## src/rtl/freq_meter.sv

```systemverilog
// freq_meter: measures the frequency of an asynchronous square wave.
// Rising edges of the synchronized input are counted over a gate window of
// CLK_HZ/GATE_DIV system clocks. At the close of each window the count is
// scaled by GATE_DIV to give Hz, saturating at 16'hFFFF.
// Optional build macro FREQ_METER_PERIOD_EN adds a rise-to-rise period
// counter. Without it, period_cycles and period_valid are tied to zero.
module freq_meter #(
    parameter int CLK_HZ   = 50_000_000,
    parameter int GATE_DIV = 10
) (
    input  logic        CLOCK_50,
    input  logic        reset_n,
    input  logic        enable,
    input  logic        sig_in,
    output logic [15:0] freq_out,
    output logic        freq_valid,
    output logic        overflow,
    output logic [31:0] period_cycles,
    output logic        period_valid
);

    localparam int GATE_LEN = CLK_HZ / GATE_DIV;
    localparam int GW       = (GATE_LEN > 1) ? $clog2(GATE_LEN) : 1;
    localparam logic [GW-1:0] GATE_LAST = GW'(GATE_LEN - 1);

    typedef enum logic {IDLE, GATE} state_t;

    state_t        state;
    logic [GW-1:0] gate_cnt;
    logic [15:0]   edge_cnt;
    logic          s1, s2, s3;
    logic          rise;
    logic [16:0]   total;
    logic [31:0]   product;

    // Synchronizer plus history FF; runs in every state so a level that is
    // already high when a window opens never looks like a fresh edge.
    always_ff @(posedge CLOCK_50 or negedge reset_n) begin
        if (!reset_n) begin
            s1 <= 1'b0;
            s2 <= 1'b0;
            s3 <= 1'b0;
        end else begin
            s1 <= sig_in;
            s2 <= s1;
            s3 <= s2;
        end
    end

    assign rise = s2 & ~s3;

    // Closing-window arithmetic; a rise on the closing cycle is included.
    always_comb begin
        total   = {1'b0, edge_cnt} + {16'd0, rise};
        product = 32'(total) * 32'(GATE_DIV);
    end

    // Gate FSM: counts edges over the window and publishes the scaled result.
    always_ff @(posedge CLOCK_50 or negedge reset_n) begin
        if (!reset_n) begin
            state      <= IDLE;
            gate_cnt   <= '0;
            edge_cnt   <= '0;
            freq_out   <= '0;
            freq_valid <= 1'b0;
            overflow   <= 1'b0;
        end else begin
            freq_valid <= 1'b0;
            case (state)
                IDLE: begin
                    gate_cnt <= '0;
                    edge_cnt <= '0;
                    if (enable) begin
                        state <= GATE;
                    end
                end
                GATE: begin
                    if (!enable) begin
                        // Partial window is thrown away; outputs keep old values.
                        state    <= IDLE;
                        gate_cnt <= '0;
                        edge_cnt <= '0;
                    end else if (gate_cnt == GATE_LAST) begin
                        freq_out   <= (product > 32'h0000_FFFF) ? 16'hFFFF : product[15:0];
                        overflow   <= (product > 32'h0000_FFFF);
                        freq_valid <= 1'b1;
                        gate_cnt   <= '0;
                        edge_cnt   <= '0;
                    end else begin
                        gate_cnt <= gate_cnt + 1'b1;
                        if (rise && (edge_cnt != 16'hFFFF)) begin
                            edge_cnt <= edge_cnt + 16'd1;
                        end
                    end
                end
                default: begin
                    state <= IDLE;
                end
            endcase
        end
    end

`ifdef FREQ_METER_PERIOD_EN
    logic [31:0] per_cnt;
    logic        armed;

    // Rise-to-rise period counter; the first rise after enable only arms it.
    always_ff @(posedge CLOCK_50 or negedge reset_n) begin
        if (!reset_n) begin
            per_cnt       <= '0;
            armed         <= 1'b0;
            period_cycles <= '0;
            period_valid  <= 1'b0;
        end else begin
            period_valid <= 1'b0;
            if (!enable) begin
                armed   <= 1'b0;
                per_cnt <= '0;
            end else if (rise) begin
                if (armed) begin
                    period_cycles <= (per_cnt == 32'hFFFF_FFFF) ? 32'hFFFF_FFFF
                                                                : per_cnt + 32'd1;
                    period_valid  <= 1'b1;
                end
                armed   <= 1'b1;
                per_cnt <= '0;
            end else if (per_cnt != 32'hFFFF_FFFF) begin
                per_cnt <= per_cnt + 32'd1;
            end
        end
    end
`else
    assign period_cycles = '0;
    assign period_valid  = 1'b0;
`endif

endmodule

```

## config.mk

```make
export PLATFORM = sky130hd
export DESIGN_NAME = freq_meter
export DESIGN_NICKNAME = d
export VERILOG_FILES = /design/src/rtl/freq_meter.sv
export SDC_FILE = /design/constraint.sdc
export NUM_CORES = 1
export LEC_CHECK = 0
export CORE_UTILIZATION = 60
export DETAILED_ROUTE_END_ITERATION = 8
export PLACE_DENSITY = 0.94
export SLEW_MARGIN = 25
export SYNTH_ARGS = -nofsm -noshare
export SYNTH_HDL_FRONTEND = slang
export SYNTH_SLANG_ARGS = --single-unit
```

## constraint.sdc

```tcl
create_clock -name CLOCK_50 -period 11.7 [get_ports CLOCK_50]
set_input_delay 2.34 -clock CLOCK_50 [delete_from_list [all_inputs] [get_ports CLOCK_50]]
set_output_delay 2.34 -clock CLOCK_50 [all_outputs]
set_load 0.1 [all_outputs]
```

==> metrics.txt <==
VDD IR max=~0.12 mV; share of layout cells above drive strength 1=about 6%; Cell Area, Synth=0.004149 mm^2; synth-to-layout area growth=7.750%; vias per cell=5.948; Post-CTS Setup Bufs=0; Most used DFF post-synth=dfrtp_1; initial antenna violation count=0; Num CTS Buffers=9; number of global-route vias before repair=slightly above 3,000; Synth Register Bits=60; Hold Crit Class=reg2reg; pwr/cell area=approximately 100 mW/mm^2; Hold-fix buffers, CTS=0; Total GRT Usage=about a quarter; YS warnings=0; final wirelength=roughly 8.5 mm; Seq/Total Area, Yosys=a little over a third; drt pass-1 iters=5; fmax=between 200 and 250 MHz; CP max stage delay=0.45 ns; io pins=55; dpl hpwl=5.952 mm; post_cts resized=0; FF-to-FF path depth=14; Worst Path Required=approximately 12 ns; CP max-delay cell=fa_1; GR Overflow Total=0; Core Region=0.006495 mm^2; Placement Rows=29; Slew @ Worst Pin=just under 1 ns; crit path max fanout=16; Setup crit end=freq_out[1]$_DFFE_PN0P_; Slew Viols, Final=0; initial drt markers=about 230; R2R Path Start=s2$_DFF_PN0_; Final GP Congestion=0.8896; clk_lat worst skew=0.34 ns; max cap viols=0; Final Setup Violations=0; Initial Util=a little under two thirds; Die Ht=between 80 and 90 um; reg-to-reg endpoint=freq_out[1]$_DFFE_PN0P_; largest net degree at the start of global routing=a little over 60; unrepaired setup endpoints after global routing=no; multi-input logic area=between 0.002 and 0.0025 mm^2; Yosys top cell area share=a little over a third; crit path time final=~4.6 ns; Final ANT Viol Nets=0; cell mode on critical path=ha_1; first-pass GRT wire length=between 10 and 15 mm; H-tree depth=3; crit-path leading delay family=compound AO/OA/AOI/OAI gates; post-synth cell types=53; I/O Buffers=21; crit-path cells=nor2b_1 -> ha_1 -> nand3_1 -> xnor2_1 -> ha_1 -> ha_1 -> fa_1 -> a21o_1 -> a41oi_1 -> a21oi_1 -> or4_1 -> a21boi_2 -> o2111ai_4 -> o22a_1; Final Hold Viols=0; EDFF count, synth=0; Clock Skews=approximately 0.0081 ns; TritonCTS Sinks=60; Worst Path Buf+Inv=0; ys async rst share=100.0%; Reg clk slew, reported paths=around 0.070 ns; DR vias=approximately 3,200; synth top area cells=dfrtp_1, ha_1, xnor2_1; # diodes=0; largest area contributor in the netlist=dfrtp_1; outcome=completed; Layout Nets=490; Die W=between 80 and 90 um; Setup crit start=s2$_DFF_PN0_; setup TNS=0 ns; pre-CTS WS=between 7 and 8 ns; CTS tree=built; worst path arrival time=approximately 4.8 ns; Slew headroom=between 30% and 40%; R2R setup slack=around 7.1 ns; syn avg cell area=about 9.5 um^2; crit path kind=reg2reg; Setup crit end kind=flip-flop; CP Depth=14; cells after synthesis=~440; startpoint type of the worst setup path=flip-flop; Fill cells=~440; clock tree root buffer cell=clkbuf_8; fin crit share=approximately two fifths; DR DRC count=0; Final WS setup=approximately 7.1 ns; DR WL/cell=~16 um; Die ar.=between 0.007 and 0.008 mm^2; Static Leak=2.109 nW; Longest Clk Path Bufs=2; FF/Latch Area=0.001501 mm^2
-- layer usage --
layer  share of wire, %  vias up  global-route usage (%)
met4                3.0        0                   11.86
li1                   -     1503                       -
met3                4.7       27                   5.447
met5                  0        -                       0
met2                 51      120                   42.38
met1                 41     1544                   29.73
-- Yosys cell counts, types with 2 or more instances --
cell type,n
buf_1,2
nand4_1,16
o21ai_0,12
nand2b_1,3
buf_4,34
nand3_1,11
nor3_1,12
o21bai_1,2
and4_1,4
dfrtp_1,60
or3_1,3
a21oi_1,13
inv_1,3
o21a_1,4
xnor2_1,36
a211oi_1,2
nor2_1,48
o31ai_1,2
xor2_1,26
nor2b_1,4
ha_1,30
nor4_1,4
clkbuf_1,12
and3_1,8
a21o_1,7
nand2_1,30
and2_1,9
o22a_1,15
mux2i_1,2
-- registers in the layout (all words and copies together), names as in the netlist --
signal	count
edge_cnt	16
freq_out	16
freq_valid	1
gate_cnt	23
s1	1
s2	1
s3	1
state	1
-- power by group --
part | switching (mW) | internal [mW]
combinational | 0.0542 | 0.00279
clock | 0.0816 | 0.0973
sequential | 0.000948 | 0.209
-- placed cells by master (no fill, tap or decap), types with 2 or more instances in the layout --
master	count
a211oi_1	2
a21o_1	7
a21oi_1	13
and2_1	9
and3_1	8
and4_1	4
buf_4	3
clkbuf_1	2
clkbuf_8	9
clkdlybuf4s50_1	20
clkinv_2	3
conb_1	33
dfrtp_1	60
ha_1	30
inv_1	3
mux2i_1	2
nand2_1	30
nand2b_1	3
nand3_1	11
nand4_1	16
nor2_1	48
nor2b_1	4
nor3_1	12
nor4_1	4
o21a_1	4
o21ai_0	12
o21bai_1	2
o22a_1	15
o31ai_1	2
or3_1	3
xnor2_1	36
xor2_1	26
-- kinds of logic after synthesis --
family                     synth area share [%]
adders and majority gates                 9.530
AOI/OAI and AO/OA                         13.00
and+or+nand+nor                           19.54
buffers and inverters                     8.082
other                                   0.09038
DFF                                       36.19
xor gates and xnor gates                  13.09
muxes                                    0.4825
-- cell type report --
cell class                 count  share of cell area [%]
clock buffer                  11                   2.939
sequential                    60                   33.59
inverter                       3                  0.2519
multi-input combinational    357                   54.80
timing repair buffer          24                   5.094
clock inverter                 5                   1.175
tap                           77                   2.155
-- worst min path at each step --
stage                  from            to  slack (ns)  cells after the start
4_1_cts        s1$_DFF_PN0_  s2$_DFF_PN0_        0.35                      0
6_report       s1$_DFF_PN0_  s2$_DFF_PN0_        0.36                      0
2_1_floorplan  s1$_DFF_PN0_  s2$_DFF_PN0_        0.33                      0
5_1_grt        s1$_DFF_PN0_  s2$_DFF_PN0_        0.36                      0
3_5_place_dp   s1$_DFF_PN0_  s2$_DFF_PN0_        0.34                      0
3_3_place_gp   s1$_DFF_PN0_  s2$_DFF_PN0_        0.34                      0
-- metrics by stage --
step | area (um^2) | hold slack, ns | instances | power, mW | util (%)
after global placement | 4287 | 0.3362 | 521 | 0.2696 | 66.00
after global routing | 4471 | 0.3622 | 537 | 0.4600 | 68.83
after CTS | 4471 | 0.3512 | 537 | 0.4473 | 68.83
after floorplan | 4269 | 0.3312 | 470 | 0.2718 | -
final | 4471 | 0.3631 | 537 | 0.4455 | 68.83
after detailed placement | 4287 | 0.3364 | 521 | 0.2702 | 66.00
Note: power is estimated with default switching activity, not from simulation.
